[config.mk]
export PLATFORM = sky130hd
export DESIGN_NAME = fire_sensor_cond
export DESIGN_NICKNAME = d
export VERILOG_FILES = /design/src/rtl/fire_sensor_cond.sv
export SDC_FILE = /design/constraint.sdc
export NUM_CORES = 1
export LEC_CHECK = 0
export ABC_AREA = 1
export CORE_AREA = 2 2 39 41
export CTS_CLUSTER_SIZE = 24
export DETAILED_ROUTE_END_ITERATION = 7
export DIE_AREA = 0 0 41 43
export DONT_BUFFER_PORTS = 1
export PLACE_DENSITY_LB_ADDON = 0.05
export SYNTH_ARGS = -nofsm -noshare
export SYNTH_HDL_FRONTEND = slang
export SYNTH_SLANG_ARGS = --single-unit
[constraint.sdc]
create_clock -name clk -period 1.4 [get_ports clk]
set_clock_uncertainty 0.1 [all_clocks]
set_input_delay 0.28 -clock clk [delete_from_list [all_inputs] [get_ports clk]]
set_output_delay 0.28 -clock clk [all_outputs]
set_load 0.005 [all_outputs]
[src/rtl/fire_sensor_cond.sv]
// fire_sensor_cond: sensor conditioning ahead of the fire controller FSM.
//
// Produces two clean levels for the controller:
//   smoke_signal - smoke_raw synchronized through two flops, then debounced.
//                  A change is taken only after SMOKE_DB consecutive cycles of
//                  the new synchronized level. Latency is SMOKE_DB+2 cycles.
//   heat_signal  - over-temperature level from a 4-state hysteresis FSM. The
//                  FSM advances only on temp_valid cycles. It needs
//                  HEAT_PERSIST consecutive hot samples (>= HEAT_ON_TH) to
//                  rise and the same number of cool samples (< HEAT_OFF_TH)
//                  to fall.
//
// Optional feature, enabled with the macro FIRE_SENSOR_FAULT_EN:
//   A stall counter counts cycles without temp_valid. After SAMPLE_TIMEOUT
//   cycles it raises sensor_fault and forces the heat FSM to HOT (fail-safe).
//   The next valid sample clears the fault and is processed from HOT.
//   With the macro undefined, sensor_fault is tied to 0.
//
// Ports:
//   clk          in   system clock, rising edge
//   reset        in   asynchronous active-low reset
//   temp_data    in   [TEMP_W] unsigned temperature sample
//   temp_valid   in   temp_data valid this cycle; always accepted
//   smoke_raw    in   raw asynchronous smoke detector level
//   heat_signal  out  filtered over-temperature level (registered)
//   smoke_signal out  debounced smoke level (registered)
//   sensor_fault out  sample stream stalled (feature only, else 0)
//   heat_state   out  [2] current heat FSM state, for observation only
//                     (0=COOL 1=RISING 2=HOT 3=FALLING)
module fire_sensor_cond #(
  parameter int TEMP_W         = 8,
  parameter int HEAT_ON_TH     = 60,
  parameter int HEAT_OFF_TH    = 55,
  parameter int HEAT_PERSIST   = 4,
  parameter int SMOKE_DB       = 8,
  parameter int SAMPLE_TIMEOUT = 1000
) (
  input  logic              clk,
  input  logic              reset,
  input  logic [TEMP_W-1:0] temp_data,
  input  logic              temp_valid,
  input  logic              smoke_raw,
  output logic              heat_signal,
  output logic              smoke_signal,
  output logic              sensor_fault,
  output logic [1:0]        heat_state
);

  typedef enum logic [1:0] {
    COOL    = 2'd0,
    RISING  = 2'd1,
    HOT     = 2'd2,
    FALLING = 2'd3
  } heat_state_t;

  localparam int SW = $clog2(SMOKE_DB + 1);
  localparam int HW = $clog2(HEAT_PERSIST + 1);

  localparam logic [SW-1:0]     SMOKE_LAST = SW'(SMOKE_DB - 1);
  localparam logic [HW-1:0]     HEAT_LAST  = HW'(HEAT_PERSIST - 1);
  localparam logic [HW-1:0]     HEAT_ONE   = HW'(1);
  localparam logic [TEMP_W-1:0] ON_TH      = TEMP_W'(HEAT_ON_TH);
  localparam logic [TEMP_W-1:0] OFF_TH     = TEMP_W'(HEAT_OFF_TH);

  // ---------------------------------------------------------------------
  // Smoke path: 2-flop synchronizer followed by the debounce counter.
  // ---------------------------------------------------------------------
  logic          smoke_meta;
  logic          smoke_s;
  logic [SW-1:0] smoke_cnt;

  always_ff @(posedge clk or negedge reset) begin
    if (!reset) begin
      smoke_meta   <= 1'b0;
      smoke_s      <= 1'b0;
      smoke_cnt    <= '0;
      smoke_signal <= 1'b0;
    end else begin
      smoke_meta <= smoke_raw;
      smoke_s    <= smoke_meta;
      if (smoke_s == smoke_signal) begin
        smoke_cnt <= '0;
      end else if (smoke_cnt == SMOKE_LAST) begin
        // The counter would reach SMOKE_DB on this edge: accept the new level.
        smoke_signal <= ~smoke_signal;
        smoke_cnt    <= '0;
      end else begin
        smoke_cnt <= smoke_cnt + SW'(1);
      end
    end
  end

  // ---------------------------------------------------------------------
  // Heat path: hysteresis FSM with persistence counter.
  // ---------------------------------------------------------------------
  heat_state_t   state;
  heat_state_t   state_n;
  logic [HW-1:0] heat_cnt;
  logic [HW-1:0] heat_cnt_n;
  logic          hot_sample;
  logic          cool_sample;

  assign hot_sample  = (temp_data >= ON_TH);
  assign cool_sample = (temp_data <  OFF_TH);
  assign heat_state  = state;

`ifdef FIRE_SENSOR_FAULT_EN
  localparam int                 STW       = $clog2(SAMPLE_TIMEOUT + 1);
  localparam logic [STW-1:0]     STALL_MAX = STW'(SAMPLE_TIMEOUT);
  logic [STW-1:0] stall_cnt;
  logic [STW-1:0] stall_cnt_n;
  logic           fault_n;
`endif

  always_comb begin
    state_n    = state;
    heat_cnt_n = heat_cnt;
    if (temp_valid) begin
      case (state)
        COOL: begin
          if (hot_sample) begin
            if (HEAT_PERSIST == 1) begin
              state_n    = HOT;
              heat_cnt_n = '0;
            end else begin
              state_n    = RISING;
              heat_cnt_n = HEAT_ONE;
            end
          end
        end
        RISING: begin
          if (!hot_sample) begin
            state_n    = COOL;
            heat_cnt_n = '0;
          end else if (heat_cnt == HEAT_LAST) begin
            state_n    = HOT;
            heat_cnt_n = '0;
          end else begin
            heat_cnt_n = heat_cnt + HEAT_ONE;
          end
        end
        HOT: begin
          // Samples inside the hysteresis band or above keep HOT.
          if (cool_sample) begin
            if (HEAT_PERSIST == 1) begin
              state_n    = COOL;
              heat_cnt_n = '0;
            end else begin
              state_n    = FALLING;
              heat_cnt_n = HEAT_ONE;
            end
          end
        end
        FALLING: begin
          if (!cool_sample) begin
            state_n    = HOT;
            heat_cnt_n = '0;
          end else if (heat_cnt == HEAT_LAST) begin
            state_n    = COOL;
            heat_cnt_n = '0;
          end else begin
            heat_cnt_n = heat_cnt + HEAT_ONE;
          end
        end
        default: begin
          state_n    = COOL;
          heat_cnt_n = '0;
        end
      endcase
    end

`ifdef FIRE_SENSOR_FAULT_EN
    stall_cnt_n = stall_cnt;
    fault_n     = sensor_fault;
    if (temp_valid) begin
      // The sample itself was already processed above from the current
      // state, which is HOT if a fault had forced it.
      stall_cnt_n = '0;
      fault_n     = 1'b0;
    end else if (stall_cnt != STALL_MAX) begin
      stall_cnt_n = stall_cnt + STW'(1);
      if (stall_cnt_n == STALL_MAX) begin
        fault_n    = 1'b1;
        state_n    = HOT;
        heat_cnt_n = '0;
      end
    end
`endif
  end

  always_ff @(posedge clk or negedge reset) begin
    if (!reset) begin
      state       <= COOL;
      heat_cnt    <= '0;
      heat_signal <= 1'b0;
    end else begin
      state       <= state_n;
      heat_cnt    <= heat_cnt_n;
      // Registered from the next state so the level moves on the same edge.
      heat_signal <= (state_n == HOT) || (state_n == FALLING);
    end
  end

`ifdef FIRE_SENSOR_FAULT_EN
  always_ff @(posedge clk or negedge reset) begin
    if (!reset) begin
      stall_cnt    <= '0;
      sensor_fault <= 1'b0;
    end else begin
      stall_cnt    <= stall_cnt_n;
      sensor_fault <= fault_n;
    end
  end
`else
  assign sensor_fault = 1'b0;
  // Keeps the timeout parameter referenced in builds without the monitor.
  logic [31:0] unused_timeout;
  assign unused_timeout = 32'(SAMPLE_TIMEOUT);
`endif

endmodule
==> reports/qor.csv, run 1 <==
metric,value,unit
status,"complete, no violations",
CTS root buf,clkbuf_4,
number of port buffers,0,
post-synthesis adder-cell area fraction,3.42,%
Worst Tran Pin Value,0.549,ns
initial core utilization,52.8,%
final core utilization,58.7,%
Final setup viols,0,
count of final hold-check violations,0,
Iteration-0 DRC Markers,17,
FF-to-FF path depth,8,
Register-to-Register Setup Slack,0.07,ns
GPL Wtd Cong,0.805,
Yosys warning count,0,
clock share of power,23.5,%
Antenna Diode Count,0,
"Avg Cell Area, Syn",7.77,um^2
Compound-Gate Fraction of Synth Area,2.57,%
DRC,0,
Hold Path End,heat_signal$_DFF_PN0_,
Synth Area in XOR/XNOR,3.60,%
Post-Route WL,1210,um
placed cell count,109,
final worst path period share,94.7,%
mux contribution to synthesized area,1.54,%
worst skew pair latency,0.27,ns
Max-Cap Viols,0,
fin nets,115,
CTS tree,built,
std cell rows,14,
wire per inst,10.4,um
Die H,43,um
sequential power share,53.1,%
Synth Register Bits,13,
Post-Synthesis Cells,94,
Sw Ratio,29.8,%
# H-tree levels,1,
hold wc startpoint,temp_valid,
Setup WS pre-CTS,0.0299,ns
"Slew Viols, Final",0,
hold_ws,0.0411,ns
Via Count,579,
Syn Std Cell Area,731,um^2
CP arrival,1.43,ns
I/O pin cnt,17,
RR Endpoint,heat_cnt[0]$_DFFE_PN0P_,
number of routed nets with antenna violations,0,
die area,0.00176,mm^2
layout cell share with drive strength beyond 1,19.0,%
Critical Path Source Type,register,
worst path required time,1.51,ns
max frequency,755,MHz
sequential fraction of the synthesis area,44.5,%
worst hold path type,in2reg,
P_int,647,uW
vias per cell,4.99,
Post-Synth Simple-Gate Area,36.1,%
Cells on Worst Hold Path,2,
drt pass-1 iters,4,
Leak,0.000404,uW
Power Density,1130,mW/mm^2
Crit. End Element,register,
VDD IR max,0.000669,V
"non-filler cells, final",116,
vias in the first global route,511,
Layout area overhead,11.1,%
Period minus WS final,1.33,ns
Logic pwr share,23.4,%
critical path type,reg2reg,
Clock Tree Buf Depth,2,
area of the core,0.00138,mm^2
die width,41,um
Yosys cell types,20,
Worst-path clk slew,0.07,ns
total congestion overflow,0,
Overall Global Routing Usage,16.7,%
HPWL after DPL,956,um
Slew headroom,63.2,%
CTS sink count,13,
CP max FO,6,
RR Startpoint,heat_cnt[0]$_DFFE_PN0P_,
initial antenna violation count,0,
final worst slack,0.0748,ns
first-pass GRT wire length,1990,um
Net Switching,275,uW
pin count of the biggest net entering global routing,14,
total CTS buffers,3,
Syn Nets,108,
main combinational cell family by area after synthesis,simple AND/OR/NAND/NOR gates,
[metrics by stage]
step	total power, uW	instance area [um^2]	TNS, ns
2_1_floorplan	651	731	0
3_3_place_gp	682	743	0
5_1_grt	1000	812	-0.00584
6_report	921	812	0
3_5_place_dp	685	743	0
4_1_cts	916	790	0
[worst max path at each step]
stage	start	end	slack, ns	cells after the start
detailed placement	heat_cnt[0]$_DFFE_PN0P_	heat_cnt[0]$_DFFE_PN0P_	0.03	8
floorplan	smoke_cnt[0]$_DFF_PN0_	smoke_signal$_DFFE_PN0P_	0.17	3
finish	heat_cnt[0]$_DFFE_PN0P_	heat_cnt[0]$_DFFE_PN0P_	0.07	8
CTS	heat_cnt[0]$_DFFE_PN0P_	heat_cnt[0]$_DFFE_PN0P_	0.02	8
global placement	heat_cnt[0]$_DFFE_PN0P_	heat_cnt[0]$_DFFE_PN0P_	0.08	8
global route	heat_cnt[0]$_DFFE_PN0P_	heat_cnt[1]$_DFFE_PN0P_	-0.006	8
[cells by family (layout without fill, tap and decap cells)]
logic type / count (synthesis) / count (layout)
simple gates: 57 / 57
buf+inv: 14 / 20
flops: 13 / 13
compound gates: 3 / 3
xor+xnor: 3 / 3
fa+ha+maj: 2 / 2
other cells: 1 / 1
mux: 1 / 1
[Yosys cell counts (all sizes together)]
cell    count  share of area (%)
nand2      29                 15
nor2       12                8.2
xor2        1                1.2
inv        12                6.2
buf         1                1.0
dfrtp      13                 45
nand3       9                6.2
ha          2                3.4
conb        1               0.51
nand4       4                3.4
a21oi       1                1.2
clkinv      1               0.51
mux2        1                1.5
o21ai       2                1.4
nand3b      3                3.1
xnor2       2                2.4
[worst max-delay path: stages, from the launching register on]
cell and delay, ns:
dfrtp_1 0.39, ha_1 0.22, inv_1 0.09, nor2_4 0.06, nor2_2 0.11, nand4_1 0.11, nand3_1 0.08, nand2_1 0.05
nand2_1 0.06
[timing repair]
action                     CTS  global route
hold endpoints to repair    14             0
resized for setup            0             5
setup endpoints to repair    0             5
hold buffers                 2             0
setup buffers                0             1
[power by group through the flow]
stage	Combinational, uW	Sequential [uW]	Clock, uW
final	216	489	216
after global routing	255	500	246
after CTS	199	490	226
after detailed placement	186	498	0
after global placement	185	496	0
after floorplan	163	487	0
[routing by layer]
layer	up-vias	part of all wire [%]	global-route usage, %
met1	256	47	22.6
li1	310	-	-
met2	13	48	23.8
met5	-	0	0
met3	0	5.0	7.85
met4	0	0	4.00
[sequential cells by signal (all words and copies together), names as in the netlist]
| signal | flops |
|---|---|
| smoke_s | 1 |
| smoke_signal | 1 |
| heat_cnt | 3 |
| smoke_meta | 1 |
| heat_signal | 1 |
| heat_state | 2 |
| smoke_cnt | 4 |
[final cells by class]
type	instances	area, um^2
fill	132	572
multi-input combinational	67	363
sequential	13	327
inverter	13	48.8
timing repair buffer	3	27.5
clock buffer	4	26.3
tap	16	20.0
[layout by cell type, fill, tap and decap left out, drive strengths merged, types with 2 or more instances in the layout]
| master | count |
|---|---|
| nand2 | 29 |
| dfrtp | 13 |
| inv | 12 |
| nor2 | 12 |
| nand3 | 9 |
| nand4 | 4 |
| clkbuf | 4 |
| nand3b | 3 |
| xnor2 | 2 |
| ha | 2 |
| dlygate4sd3 | 2 |
| o21ai | 2 |
(Power assumes the default switching activity.)
==> run 2: changes to the inputs <==
Settings changed: SKIP_CTS_REPAIR_TIMING set to 1.
==> run 2 against run 1 <==
- clock-buffer cell count is the same
- non-clock buffer count unchanged
- worst hold slack hardly changed
- flip-flop and latch count unchanged
- first-iteration DRC count shrank 18%
- clock power about the same
- sequential power about the same
==> reports/qor.csv, run 2 (synthesis results as in run 1) <==
metric,value,unit,change
number of port buffers,0,,unchanged
pin count of the biggest net entering global routing,14,,unchanged
sequential power share,53.1,%,about the same
Iteration-0 DRC Markers,14,,-3
VDD IR max,0.000669,V,about the same
Worst setup startpoint,heat_cnt[0]$_DFFE_PN0P_,,
max FFs per register,4,,unchanged
DRC,0,,unchanged
GPL Wtd Cong,0.805,,unchanged
worst skew pair latency,0.27,ns,about the same
FF-to-FF path depth,8,,unchanged
total CTS buffers,3,,unchanged
Stages on worst setup path,8,,unchanged
drt pass-1 iters,4,,unchanged
max frequency,754,MHz,about the same
Overall Global Routing Usage,16.5,%,-0.20 points
fill count,132,,unchanged
Net Switching,276,uW,+0.35%
RR Endpoint,heat_cnt[0]$_DFFE_PN0P_,,
critical path type,reg2reg,,
Logic pwr share,23.4,%,about the same
worst path cell trace,ha_1 -> inv_1 -> nor2_4 -> nor2_2 -> nand4_1 -> nand3_1 -> nand2_1 -> nand2_1,,
Post-Route WL,1220,um,+1.1%
vias per cell,5.06,,+1.4%
std cell rows,14,,unchanged
wire per inst,10.5,um,+1.1%
WP buf/inv,1,,unchanged
Worst Tran Pin Value,0.562,ns,+0.0127 ns
Via Count,587,,+1.4%
status,"complete, no violations",,
Biggest register,smoke_cnt,,
P_int,647,uW,about the same
layout cell share with drive strength beyond 1,19.0,%,unchanged
clock share of power,23.5,%,about the same
CTS tree,built,,
final worst slack,0.0743,ns,-0.000435 ns
CTS sink count,13,,unchanged
CTS root buf,clkbuf_4,,
first-pass GRT wire length,1960,um,-1.4%
Max-Cap Viols,0,,unchanged
register area,327,um^2,unchanged
worst path required time,1.51,ns,about the same
CP max FO,6,,unchanged
Slew headroom,62.4,%,-0.85 points
initial core utilization,52.8,%,unchanged
Die H,43,um,unchanged
Critical Path Source Type,register,,
post-route cell area,812,um^2,unchanged
Sw Ratio,29.9,%,+0.075 points
"commonest non-fill, non-tap cells in the layout","28 x nand2_1, 12 x dfrtp_1, 9 x nand3_1",,
area of the core,0.00138,mm^2,unchanged
Period minus WS final,1.33,ns,+0.000435 ns
I/O pin cnt,17,,unchanged
Clock Tree Buf Depth,2,,unchanged
area post-placement,743,um^2,unchanged
Multi-input gate area,363,um^2,unchanged
Antenna Diode Count,0,,unchanged
crit-path max cell delay,0.39,ns,about the same
total congestion overflow,0,,unchanged
die width,41,um,unchanged
Final setup viols,0,,unchanged
RR Startpoint,heat_cnt[0]$_DFFE_PN0P_,,
count of final hold-check violations,0,,unchanged
# H-tree levels,1,,unchanged
Top delay family on crit path,simple AND/OR/NAND/NOR gates,,
critical path's most frequent cell,nand2_1,,
Setup WS pre-CTS,0.0299,ns,unchanged
worst hold path type,in2reg,,
initial antenna violation count,0,,unchanged
Leak,0.000404,uW,unchanged
vias in the first global route,501,,-2.0%
fin nets,115,,unchanged
CP arrival,1.43,ns,about the same
CP endpoint,heat_cnt[0]$_DFFE_PN0P_,,
number of routed nets with antenna violations,0,,unchanged
Register-to-Register Setup Slack,0.07,ns,about the same
Layout area overhead,11.1,%,unchanged
slowest cell on the critical path,dfrtp_1,,
hold wc startpoint,temp_valid,,
"Slew Viols, Final",0,,unchanged
Power Density,1140,mW/mm^2,+0.10%
final worst path period share,94.7,%,about the same
HPWL after DPL,956,um,unchanged
Crit. End Element,register,,
"commonest non-fill, non-tap cell in the layout",nand2_1,,
die area,0.00176,mm^2,unchanged
Worst-path clk slew,0.07,ns,about the same
run 2: cell counts in the layout (fill, tap and decap cells not counted):
Identical to the previous run, type by type.
run 2: worst min-delay path by stage:
| stage | to | slack, ns | cells after the start |
|---|---|---|---|
| floorplan | heat_cnt[0]$_DFFE_PN0P_ | -0.12 | 0 |
| detailed placement | heat_state[0]$_DFF_PN0_ | -0.12 | 0 |
| CTS | heat_state[0]$_DFF_PN0_ | -0.41 | 0 |
| global placement | heat_state[1]$_DFF_PN0_ | -0.12 | 0 |
| global route | heat_signal$_DFF_PN0_ | 0.04 | 2 |
| finish | heat_signal$_DFF_PN0_ | 0.04 | 2 |
run 2: layer usage:
layer	track usage [%]	part of all wire, %	vias up
met3	7.85	5.2	0
met4	4.00	0	0
met5	0	0	-
met1	22.6	47	261
met2	23.1	48	16
li1	-	-	310
run 2: through the flow:
step	setup TNS, ns	cells	utilization (%)	hold slack, ns	total power [uW]
6_report	0	116	58.7	0.0411	922
5_1_grt	-0.00584	116	58.7	0.0388	1000
4_1_cts	0	113	55.6	-0.410	905
3_5_place_dp	0	109	53.7	-0.115	685
3_3_place_gp	0	109	53.7	-0.115	682
2_1_floorplan	0	94	-	-0.116	651
run 2: worst register-to-register path: cells and delay by family (launching register included):
family        cells  cell delay, ns
fa+ha+maj         1            0.22
buf+inv           1            0.09
flops             1            0.39
simple gates      6            0.47
run 2: final cells by class:
| class | instances | share of cell area [%] |
|---|---|---|
| clock buffer | 4 | 3.24 |
| inverter | 13 | 6.01 |
| multi-input combinational | 67 | 44.7 |
| sequential | 13 | 40.2 |
| tap | 16 | 2.47 |
| timing repair buffer | 3 | 3.39 |
run 2: power by group through the flow:
stage,Combinational (uW),Sequential (uW),Clock (uW)
4_1_cts,188,491,226
3_3_place_gp,185,496,0
3_5_place_dp,186,498,0
5_1_grt,255,500,246
6_report,216,490,217
2_1_floorplan,163,487,0
